**config.mk**
```make
export PLATFORM = sky130hd
export DESIGN_NAME = sr_reg_flat
export DESIGN_NICKNAME = d
export VERILOG_FILES = /design/src/rtl/sr_reg_if.sv /design/src/rtl/sr_reg.sv /design/src/flat_wrapper.sv
export SDC_FILE = /design/constraint.sdc
export NUM_CORES = 1
export LEC_CHECK = 0
export BUFFER_PORTS_ARGS = -buffer_cell sky130_fd_sc_hd__buf_4
export CAP_MARGIN = 20
export CORE_MARGIN = 2
export CORE_UTILIZATION = 30
export CTS_BUF_LIST = sky130_fd_sc_hd__clkbuf_8
export DETAILED_ROUTE_END_ITERATION = 8
export GPL_TIMING_DRIVEN = 0
export SKIP_CTS_REPAIR_TIMING = 1
export SLEW_MARGIN = 40
export SYNTH_ARGS = -nofsm -noshare
export SYNTH_HDL_FRONTEND = slang
export SYNTH_SLANG_ARGS = --single-unit
```
**constraint.sdc**
```tcl
create_clock -name clk -period 1.6 [get_ports clk]
set_input_delay 0.32 -clock clk [delete_from_list [all_inputs] [get_ports clk]]
set_output_delay 0.32 -clock clk [all_outputs]
set_load 0.005 [all_outputs]
```
**src/rtl/sr_reg_if.sv**
```systemverilog
// Status-register stage bus: core-side strobes into sr_reg and the SR/halt outputs back.
interface sr_reg_if;
    logic [15:0] reg_SR_in;
    logic        sr_flag_we;
    logic [15:0] sr_wr_data;
    logic        sr_wr_en;
    logic [15:0] reti_data;
    logic        reti_en;
    logic        irq_entry;
    logic        instr_done;
    logic        irq_pending;
    logic        nmi_pending;
    logic [15:0] reg_SR_out;
    logic        gie_eff;
    logic        cpu_halt;
    logic        wake_pulse;

    modport master (
        output reg_SR_in, sr_flag_we, sr_wr_data, sr_wr_en, reti_data, reti_en,
               irq_entry, instr_done, irq_pending, nmi_pending,
        input  reg_SR_out, gie_eff, cpu_halt, wake_pulse
    );

    modport slave (
        input  reg_SR_in, sr_flag_we, sr_wr_data, sr_wr_en, reti_data, reti_en,
               irq_entry, instr_done, irq_pending, nmi_pending,
        output reg_SR_out, gie_eff, cpu_halt, wake_pulse
    );
endinterface

```
**src/rtl/sr_reg.sv**
```systemverilog
// Architectural SR (R2) storage with delayed-GIE and halt/wake sequencing.
// Optional macro SR_RESERVED_MASK_EN forces SR[15:9] to zero on every write source.
module sr_reg #(
    parameter int unsigned GIE_DELAY   = 1,
    parameter int unsigned WAKE_CYCLES = 1
) (
    input logic     clk,
    input logic     rst,
    sr_reg_if.slave bus
);
    localparam int unsigned GieIdx    = 3;
    localparam int unsigned CpuoffIdx = 4;

`ifdef SR_RESERVED_MASK_EN
    localparam logic [15:0] WrMask = 16'h01FF;
`else
    localparam logic [15:0] WrMask = 16'hFFFF;
`endif

    typedef enum logic [1:0] {StRun, StHaltPend, StHalt, StWake} state_e;

    state_e      state_q, state_d;
    logic [15:0] sr_q, sr_d;
    logic [1:0]  gie_cnt_q, gie_cnt_d;
    logic [2:0]  wake_cnt_q, wake_cnt_d;
    logic        wake_pulse_q, wake_pulse_d;
    logic        sw_write;
    logic        gie_eff;
    logic        wake_req;

    assign gie_eff  = sr_q[GieIdx] && (gie_cnt_q == 2'd0);
    assign wake_req = bus.nmi_pending || (bus.irq_pending && gie_eff);

    always_comb begin
        sr_d     = sr_q;
        sw_write = 1'b0;
        if (bus.irq_entry) begin
            sr_d = sr_q & 16'h0040;
        end else if (bus.reti_en) begin
            sr_d = bus.reti_data & WrMask;
        end else if (bus.sr_wr_en) begin
            sr_d     = bus.sr_wr_data & WrMask;
            sw_write = 1'b1;
        end else if (bus.sr_flag_we) begin
            sr_d     = bus.reg_SR_in & WrMask;
            sw_write = 1'b1;
        end
    end

    // Only software writes arm the delay; a load shadows a coincident instr_done.
    always_comb begin
        gie_cnt_d = gie_cnt_q;
        if (bus.irq_entry || bus.reti_en || (sw_write && !sr_d[GieIdx])) begin
            gie_cnt_d = 2'd0;
        end else if (sw_write && !sr_q[GieIdx]) begin
            gie_cnt_d = 2'(GIE_DELAY);
        end else if (bus.instr_done && (gie_cnt_q != 2'd0)) begin
            gie_cnt_d = gie_cnt_q - 2'd1;
        end
    end

    always_comb begin
        state_d      = state_q;
        wake_cnt_d   = wake_cnt_q;
        wake_pulse_d = 1'b0;
        unique case (state_q)
            StRun: begin
                if (sr_d[CpuoffIdx] && !sr_q[CpuoffIdx]) begin
                    state_d = StHaltPend;
                end
            end
            StHaltPend: begin
                if (!sr_d[CpuoffIdx]) begin
                    state_d = StRun;
                end else if (bus.instr_done) begin
                    state_d = StHalt;
                end
            end
            StHalt: begin
                // Wake beats a same-cycle CPUOFF clear so the pulse is never lost.
                if (wake_req) begin
                    state_d      = StWake;
                    wake_cnt_d   = 3'd0;
                    wake_pulse_d = 1'b1;
                end else if (!sr_d[CpuoffIdx]) begin
                    state_d = StRun;
                end
            end
            StWake: begin
                if (wake_cnt_q >= 3'(WAKE_CYCLES - 1)) begin
                    state_d = StRun;
                end else begin
                    wake_cnt_d = wake_cnt_q + 3'd1;
                end
            end
            default: state_d = StRun;
        endcase
    end

    always_ff @(posedge clk) begin
        if (rst) begin
            state_q      <= StRun;
            sr_q         <= 16'h0000;
            gie_cnt_q    <= 2'd0;
            wake_cnt_q   <= 3'd0;
            wake_pulse_q <= 1'b0;
        end else begin
            state_q      <= state_d;
            sr_q         <= sr_d;
            gie_cnt_q    <= gie_cnt_d;
            wake_cnt_q   <= wake_cnt_d;
            wake_pulse_q <= wake_pulse_d;
        end
    end

    assign bus.reg_SR_out = sr_q;
    assign bus.gie_eff    = gie_eff;
    assign bus.cpu_halt   = (state_q == StHalt);
    assign bus.wake_pulse = wake_pulse_q;
endmodule

```
**src/flat_wrapper.sv**
```systemverilog
// flat-port wrapper written by rule: the top's interface ports become plain ports
module sr_reg_flat 
#(
    parameter int unsigned GIE_DELAY   = 1,
    parameter int unsigned WAKE_CYCLES = 1
)
  (clk, rst, bus_reg_SR_in, bus_sr_flag_we, bus_sr_wr_data, bus_sr_wr_en, bus_reti_data, bus_reti_en, bus_irq_entry, bus_instr_done, bus_irq_pending, bus_nmi_pending, bus_reg_SR_out, bus_gie_eff, bus_cpu_halt, bus_wake_pulse);
  sr_reg_if bus_i ();
  input logic clk;
  input logic rst;
  input wire logic [$bits(bus_i.reg_SR_in)-1:0] bus_reg_SR_in;
  input wire logic [$bits(bus_i.sr_flag_we)-1:0] bus_sr_flag_we;
  input wire logic [$bits(bus_i.sr_wr_data)-1:0] bus_sr_wr_data;
  input wire logic [$bits(bus_i.sr_wr_en)-1:0] bus_sr_wr_en;
  input wire logic [$bits(bus_i.reti_data)-1:0] bus_reti_data;
  input wire logic [$bits(bus_i.reti_en)-1:0] bus_reti_en;
  input wire logic [$bits(bus_i.irq_entry)-1:0] bus_irq_entry;
  input wire logic [$bits(bus_i.instr_done)-1:0] bus_instr_done;
  input wire logic [$bits(bus_i.irq_pending)-1:0] bus_irq_pending;
  input wire logic [$bits(bus_i.nmi_pending)-1:0] bus_nmi_pending;
  output wire logic [$bits(bus_i.reg_SR_out)-1:0] bus_reg_SR_out;
  output wire logic [$bits(bus_i.gie_eff)-1:0] bus_gie_eff;
  output wire logic [$bits(bus_i.cpu_halt)-1:0] bus_cpu_halt;
  output wire logic [$bits(bus_i.wake_pulse)-1:0] bus_wake_pulse;
  assign bus_i.reg_SR_in = bus_reg_SR_in;
  assign bus_i.sr_flag_we = bus_sr_flag_we;
  assign bus_i.sr_wr_data = bus_sr_wr_data;
  assign bus_i.sr_wr_en = bus_sr_wr_en;
  assign bus_i.reti_data = bus_reti_data;
  assign bus_i.reti_en = bus_reti_en;
  assign bus_i.irq_entry = bus_irq_entry;
  assign bus_i.instr_done = bus_instr_done;
  assign bus_i.irq_pending = bus_irq_pending;
  assign bus_i.nmi_pending = bus_nmi_pending;
  assign bus_reg_SR_out = bus_i.reg_SR_out;
  assign bus_gie_eff = bus_i.gie_eff;
  assign bus_cpu_halt = bus_i.cpu_halt;
  assign bus_wake_pulse = bus_i.wake_pulse;
  sr_reg #(.GIE_DELAY(GIE_DELAY), .WAKE_CYCLES(WAKE_CYCLES)) u_core (.clk(clk), .rst(rst), .bus(bus_i));
endmodule
```
# After elaboration in Yosys (flattened, before gate mapping)

Index checks and enable logic that the tools add are counted.

Mux-type cells: 21
Equality and inequality tests: 9
Add/subtract/negate cells: 2
Order comparisons: 1
Reduce and logical (&&, ||, !) cells: 25
Bitwise operators: 2

Operators with widths:

| cell                  | count |
|---|---|
| $mux W16              | 3 |
| $mux W2               | 6 |
| $pmux W2 S4           | 1 |
| $mux W1               | 7 |
| $logic_and A1 B1 Y1   | 6 |
| $mux W3               | 2 |
| $ne A2 B1 Y1 const B  | 3 |
| $ne A3 B3 Y1 const B  | 2 |
| $pmux W3 S2           | 1 |
| $reduce_bool A2 Y1    | 3 |
| $reduce_or A2 Y1      | 3 |
| $mux W5               | 1 |
| $eq A2 B2 Y1 const B  | 2 |
| $logic_not A2 Y1      | 2 |
| $reduce_and A4 Y1     | 1 |
| $add A3 B1 Y3 const B | 1 |
| $ge A3 B1 Y1 const B  | 1 |
| $logic_not A1 Y1      | 3 |
| $logic_or A1 B1 Y1    | 3 |
| $reduce_and A3 Y1     | 1 |
| $reduce_bool A3 Y1    | 1 |
| $reduce_or A3 Y1      | 1 |
| $eq A2 B1 Y1 const B  | 1 |
| $ne A2 B2 Y1 const B  | 1 |
| other kinds (3)       | 4 |

Logic and storage cells: 68
Output and inout port bits: 19
Bits in registers: 24

# Logic depth before layout (Yosys ltp)

Gate-level depths: netlist (run 1).

Word-level depth: 8
Depth in mapped cells: 7

# Least setup slack after synthesis (run 1)

OpenSTA, ideal clock, no wires.

Kind: input-to-reg
Start: in bus_reti_en
End: reg u_core.state_q[1]
Setup slack: 10 ps
Required time: 1514 ps
Stages on the path: 6
Buffers on the path: 1
Arrival time: 1504 ps
Library setup time: 86 ps
Cells stage by stage: buf_6 > nor2b_4 > a211o_1 > a221o_1 > a21o_1 > a211oi_1

Word-level cells in the longest chain between the ends: 5

Ends and longest elaborated chain:

| item                               | RTL line           | RTL |
|---|---|---|
| start: declaration                 | flat_wrapper.sv:16 | `input wire logic [$bits(bus_i.reti_en)-1:0] bus_reti_en;` |
| $mux W16 (*)                       | sr_reg.sv:39       | `end else if (bus.reti_en) begin` |
| $mux W5 (*)                        | sr_reg.sv:37       | `if (bus.irq_entry) begin` |
| $logic_and A1 B1 Y1                | sr_reg.sv:68       | `if (sr_d[CpuoffIdx] && !sr_q[CpuoffIdx]) begin` |
| $ne A2 B1 Y1 (no source line)      | n/a                |  |
| $reduce_and A4 Y1 (no source line) | n/a                |  |
| end signal: assignment             | sr_reg.sv:102      | `state_q <= StRun;` |
| end signal: assignment             | sr_reg.sv:108      | `state_q <= state_d;` |
| end: declaration                   | sr_reg.sv:22       | `state_e state_q, state_d;` |

Mark *: on every way between the ends. The rest lies on a longest branch, timed or not.
A chain may end at the register's enable or synchronous reset.

# Final worst setup path (run 1)

Start: reg u_core.gie_cnt_q[1]
End: reg u_core.state_q[1]

Word-level cells in the longest chain between the ends: 6

Ends and longest elaborated chain:

| item                                                                     | RTL line      | RTL |
|---|---|---|
| start: declaration                                                       | sr_reg.sv:24  | `logic [1:0] gie_cnt_q, gie_cnt_d;` |
| start signal: assignment                                                 | sr_reg.sv:110 | `gie_cnt_q <= gie_cnt_d;` |
| $logic_not A2 Y1 (*)                                                     | sr_reg.sv:31  | `assign gie_eff = sr_q[GieIdx] && (gie_cnt_q == 2'd0);` |
| $logic_and A1 B1 Y1 (*)                                                  | sr_reg.sv:31  |  |
| $logic_and A1 B1 Y1 (*)                                                  | sr_reg.sv:32  | `assign wake_req = bus.nmi_pending \|\| (bus.irq_pending && gie_eff);` |
| $logic_or A1 B1 Y1 (*)                                                   | sr_reg.sv:32  |  |
| $ne A3 B3 Y1 (no source line) / $mux W2 (equally long branches)          | n/a           |  |
| $reduce_and A4 Y1 (no source line) / $pmux W2 S4 (equally long branches) | n/a           |  |

Marks and branches as above.

==> results of run 1 <==
## path summary, 6_finish.rpt
check	end	depth (start not counted)	startpoint	slack [ns]
worst max-delay path	u_core.state_q[1]$_SDFFE_PP0P_	7	u_core.gie_cnt_q[1]$_SDFFE_PP0P_	0.02
worst min-delay path	u_core.state_q[1]$_SDFFE_PP0P_	2	rst	0.25
worst max register to register	u_core.state_q[1]$_SDFFE_PP0P_	7	u_core.gie_cnt_q[1]$_SDFFE_PP0P_	0.02
worst min register to register	u_core.bus.reg_SR_out[8]$_SDFFE_PP0N_	2	u_core.bus.reg_SR_out[8]$_SDFFE_PP0N_	0.49
## cell usage after synthesis (2+ instances only)
library cell / instances / area share (%)
nor3b_1: 2 / 1.3
inv_1: 7 / 2.3
o22ai_1: 12 / 6.5
a211oi_1: 4 / 2.6
buf_4: 2 / 1.3
a2111oi_0: 2 / 1.5
o21ai_0: 2 / 0.87
nand3b_1: 2 / 1.3
nor2_1: 34 / 11
dfxtp_1: 21 / 37
nor3_1: 16 / 7.0
clkbuf_1: 7 / 2.3
a21oi_1: 18 / 7.8
and2_1: 2 / 1.1
nand2b_1: 2 / 1.1
a21o_1: 2 / 1.3
or3_1: 2 / 1.1
nor2b_1: 2 / 1.1
## per-stage QoR
step | hold slack [ns] | cell area (um^2) | utilization, % | setup TNS, ns
final | 0.252 | 1860 | 50.4 | 0
after global routing | 0.252 | 1860 | 50.4 | -0.0473
after CTS | 0.252 | 1810 | 48.9 | -0.170
after detailed placement | 0.481 | 1760 | 47.7 | -2.02
after global placement | 0.466 | 1760 | 47.7 | -1.77
after floorplan | 0.389 | 1150 | - | 0
## final cells by class
class,instances,share of cell area (%)
clock buffer,3,2.22
buffer,10,2.96
timing repair buffer,75,30.3
inverter,7,1.41
multi-input combinational,116,37.0
clock inverter,1,0.269
tap,48,3.23
sequential,21,22.7
## worst max-delay path: stages, from the launching register on
cell and delay, ns:
dfxtp_2 0.33, inv_2 0.06, ha_4 0.15, a31oi_4 0.10, a41o_1 0.19, a221o_1 0.32, a21o_1 0.18, a211oi_2 0.17
## sequential cells by signal, summed over array words and instances (netlist names)
signal and flops:
u_core.bus.reg_SR_out 16, u_core.gie_cnt_q 2, u_core.state_q 2, u_core.bus.wake_pulse 1
## routing by layer
| metal | vias to the layer above | GRT usage [%] |
|---|---|---|
| met1 | 602 | 20.0 |
| met4 | 0 | 3.06 |
| met5 | - | 0 |
| li1 | 707 | - |
| met3 | 4 | 5.79 |
| met2 | 59 | 30.6 |
## cell families after synthesis
kind of cell	Yosys count	synth area share [%]
xor gates and xnor gates	1	0.761
buffers and inverters	18	7.17
adders and majority gates	1	1.09
AOI/OAI and AO/OA	46	25.2
DFF	21	36.5
muxes	1	0.870
and+or+nand+nor	67	28.4
## power by group through the flow
| stage | Combinational, mW | Sequential, mW | Clock [mW] |
|---|---|---|---|
| after detailed placement | 0.416 | 0.613 | 0 |
| after global placement | 0.413 | 0.613 | 0 |
| after CTS | 0.417 | 0.601 | 0.370 |
| final | 0.440 | 0.604 | 0.362 |
| after floorplan | 0.217 | 0.607 | 0 |
| after global routing | 0.491 | 0.613 | 0.390 |
## cell usage in the layout, fill, tap and decap left out, drive strengths merged, types with 2 or more instances in the layout
master,count
a2111oi,2
a211oi,4
a21o,2
a21oi,19
and2,2
buf,79
clkbuf,9
dfxtp,21
inv,7
nand2b,2
nand3b,2
nor2,34
nor2b,3
nor3,16
nor3b,2
o21ai,2
o22ai,12
or3,2
==> summary.md, run 1 <==
| Metric | Value |
|---|---|
| Max Freq | 0.633 GHz |
| Drt total wl | 3630 um |
| Met2 routed WL | 1700 um |
| RSZ-0062 raised after global routing | yes |
| Main flop type after synthesis | dfxtp_1 |
| Vias in the first global route | 1,275 |
| Avg WL per Cell | 12.9 um |
| Sequential cell area fraction in the yosys report | 36.5% |
| Via density | 4.88 |
| Pre-CTS setup slack | -0.198 ns |
| Gate power share | 31.3% |
| Yosys warns | 0 |
| Int Power | 0.984 mW |
| Root buf cell | clkbuf_8 |
| Multi-input gate area in the final layout | 688 um^2 |
| Result of the run | completed |
| Switching Fraction | 30.0% |
| Critical path type | flop to flop |
| Pwr dens | 756 nW/um^2 |
| Worst EP required | 1.79 ns |
| CP max FO | 4 |
| Endpoints failing hold | 0 |
| EDFF count, synth | 0 |
| FP Rows | 22 |
| Clock buffer depth | 2 |
| Minimum clock period | 1.58 ns |
| Io pins | 76 |
| Detailed placement HPWL | 2740 um |
| Post-Place Cells | 276 |
| # setup viols final | 0 |
| Antenna diodes | 0 |
| Startpoint Class | flop |
| Clock power share | 25.8% |
| Max-slew violation count | 0 |
| Layout cell share with drive strength beyond 1 | 40.3% |
| Syn_nets | 213 |
| M1 WL | 1530 um |
| CP endpoint kind | flop |
| Initial antenna violation count | 0 |
| Die span in y | 65.9 um |
| Number of max-cap violations | 0 |
| GR Util All Layers | 17.1% |
| Clk slew on worst S/H paths | 0.08 ns |
| Die X | 65.9 um |
| Cells after Synth | 155 |
| Die area | 4350 um^2 |
| Ys async rst share | 0% |
| Unique masters post-synth | 34 |
| VDD IR max | 0.511 mV |
| Sequential share of power | 43.0% |
| Psw | 0.422 mW |
| Fillcell total | 390 |
| First-pass GRT wire length | 5820 um |
| CTS buffer count | 3 |
| Post-Syn Area | 1150 um^2 |
| PortBufs | 73 |
| Top routing layer in use | met4 |
| CTS sink cnt | 21 |
| Grt total ovfl | 0 |
| Synthesis-to-finish area growth | 61.6% |
| Antenna Violating Nets Remaining | 0 |
| Latest clock arrival within the worst-skew pair | 0.26 ns |
| CTS tree | built |
| Slew at the pin closest to its max-slew limit | 0.522 ns |
| Leakage | 0.860 nW |
| Clock skew | 0.00121 ns |
| Worst EP arrival | 1.77 ns |
| Initial Utilization | 31.2% |
| Syn avg cell area | 7.43 um^2 |
| HP Class | input pin to flop |
| Met3 WL | 382 um |
| Residual DRC | 0 |
| DR pass1 iterations | 4 |
| Tcrit/Tclk final | 98.7% |
| Slew headroom | 65.2% |
| Non-filler instance count after layout | 281 |
| H-tree depth | 1 |
| Post-route setup slack | 0.0209 ns |
| Vias | 1,372 |
| Core area | 3690 um^2 |
| Fin nets | 292 |
| Initial drt markers | 52 |
| FF+latch count, synth | 21 |
| Placer congestion estimate | 0.772 |
| FF+latch area | 422 um^2 |
| Total chip power | 1.41 mW |
| Largest net degree at the start of global routing | 13 |
Power figures use the tool's default switching activity.
==> inputs of run 2 (changes only) <==
Settings changed: CORE_MARGIN 2 to unset, CORE_UTILIZATION 30 to 39, PLACE_DENSITY set to 0.78.
==> summary.md, run 2 (synthesis gave the netlist of run 1 again) <==
| Metric | Value |
|---|---|
| First-pass GRT wire length | 5650 um (was 5820 um) |
| Pwr dens | 762 nW/um^2 (was 756 nW/um^2) |
| Placer congestion estimate | 0.777 (was 0.772) |
| Number of max-cap violations | 0 (unchanged) |
| # setup viols final | 1 (was 0) |
| Most frequent cells in the layout | 75 x buf_4, 34 x nor2_1, 20 x dfxtp_1 (was 77 x buf_4, 34 x nor2_1, 20 x dfxtp_1) |
| Max Freq | 0.618 GHz (was 0.633 GHz) |
| Detailed placement HPWL | 2630 um (was 2740 um) |
| CTS buffer count | 3 (unchanged) |
| Post-route setup slack | -0.0175 ns (was 0.0209 ns) |
| Slew at the pin closest to its max-slew limit | 0.439 ns (was 0.522 ns) |
| Worst EP required | 1.74 ns (was 1.79 ns) |
| PortBufs | 73 (unchanged) |
| Largest net degree at the start of global routing | 13 (unchanged) |
| Post-Place Cells | 259 (was 276) |
| Die span in y | 56.3 um (was 65.9 um) |
| DR pass1 iterations | 4 (unchanged) |
| Non-filler instance count after layout | 263 (was 281) |
| FP Rows | 19 (was 22) |
| Core area | 2780 um^2 (was 3690 um^2) |
| Drt total wl | 3360 um (was 3630 um) |
| Residual DRC | 0 (unchanged) |
| Root buf cell | clkbuf_8 (unchanged) |
| Post-layout util | 65.7% (was 50.4%) |
| Clock buffer depth | 2 (unchanged) |
| FF+latch area | 422 um^2 (unchanged) |
| Layout cell share with drive strength beyond 1 | 39.2% (was 40.3%) |
| Endpoints failing hold | 0 (unchanged) |
| HP Class | input pin to flop (unchanged) |
| Avg WL per Cell | 12.8 um (was 12.9 um) |
| Critical path type | flop to flop (unchanged) |
| Clk slew on worst S/H paths | 0.08 ns (about the same) |
| Antenna Violating Nets Remaining | 0 (unchanged) |
| Grt total ovfl | 0 (unchanged) |
| Minimum clock period | 1.62 ns (was 1.58 ns) |
| Vias in the first global route | 1,371 (was 1,275) |
| Antenna diodes | 0 (unchanged) |
| Multi-input gate area in the final layout | 688 um^2 (unchanged) |
| Slew headroom | 70.7% (was 65.2%) |
| VDD IR max | 0.629 mV (was 0.511 mV) |
| CP max FO | 4 (unchanged) |
| CTS sink cnt | 21 (unchanged) |
| Initial drt markers | 33 (was 52) |
| Startpoint Class | flop (unchanged) |
| Die X | 56.3 um (was 65.9 um) |
| Pre-CTS setup slack | -0.260 ns (was -0.198 ns) |
| Result of the run | complete, but fails checks (was completed) |
| Fin nets | 291 (was 292) |
| Clock skew | 0.00212 ns (was 0.00121 ns) |
| Synthesis-to-finish area growth | 58.7% (was 61.6%) |
| H-tree depth | 1 (unchanged) |
| RSZ-0062 raised after global routing | yes (unchanged) |
| Initial antenna violation count | 0 (unchanged) |
| CP endpoint kind | flop (unchanged) |
| Vias | 1,380 (was 1,372) |
| Leakage | 0.850 nW (was 0.860 nW) |
| Total chip power | 1.39 mW (was 1.41 mW) |
| Via density | 5.25 (was 4.88) |
| Initial Utilization | 41.4% (was 31.2%) |
| Die area | 3170 um^2 (was 4350 um^2) |
| Max reg flops | 16 (unchanged) |
| Violated checks | negative setup slack |
| Tcrit/Tclk final | 101% (was 98.7%) |
| Worst EP arrival | 1.76 ns (was 1.77 ns) |
| CTS tree | built (unchanged) |
| GR Util All Layers | 21.9% (was 17.1%) |
| Latest clock arrival within the worst-skew pair | 0.25 ns (was 0.26 ns) |
| Fillcell total | 269 (was 390) |
| Commonest non-fill, non-tap cell in the layout | buf_4 (unchanged) |
| Io pins | 76 (unchanged) |
| Max-slew violation count | 0 (unchanged) |
run 2: worst max-delay path, cell delays in order, from the launching register on:
cell	delay, ns
dfxtp_2	0.33
inv_2	0.06
ha_4	0.15
a31oi_4	0.10
a41o_1	0.20
a221o_1	0.32
a311oi_2	0.26
a211oi_2	0.07
run 2: per-layer routing:
layer	up-vias	track usage, %	share of wire [%]
li1	708	-	-
met1	600	26.3	42
met2	66	37.6	47
met3	6	6.91	11
met4	0	5.92	0.71
met5	-	0	0
run 2: path summary, 6_finish.rpt:
| path | start | to | slack, ns | depth (start not counted) |
|---|---|---|---|---|
| min reg2reg | u_core.bus.reg_SR_out[6]$_SDFFE_PP0P_ | u_core.bus.reg_SR_out[6]$_SDFFE_PP0P_ | 0.48 | 2 |
| max reg2reg | u_core.gie_cnt_q[1]$_SDFFE_PP0P_ | u_core.state_q[1]$_SDFFE_PP0P_ | -0.02 | 7 |
| min | rst | u_core.state_q[1]$_SDFFE_PP0P_ | 0.25 | 2 |
| max | u_core.gie_cnt_q[1]$_SDFFE_PP0P_ | u_core.state_q[1]$_SDFFE_PP0P_ | -0.02 | 7 |
run 2: metrics by stage:
stage          hold slack (ns)  TNS, ns  instance area, um^2
5_1_grt                  0.241  -0.0482                 1830
2_1_floorplan            0.389        0                 1150
3_5_place_dp             0.474    -1.31                 1740
6_report                 0.254  -0.0175                 1830
3_3_place_gp             0.461   -0.893                 1740
4_1_cts                  0.248   -0.160                 1780
run 2: cell type report:
class,count,area share [%]
multi-input combinational,116,37.7
buffer,11,3.15
sequential,21,23.1
timing repair buffer,73,30.0
inverter,7,1.44
tap,31,2.12
clock buffer,3,2.26
clock inverter,1,0.274
run 2: where the power goes:
group / internal (mW) / switching, mW
clock network: 0.173 / 0.173
registers: 0.563 / 0.0418
logic: 0.247 / 0.194
total: 0.983 / 0.409
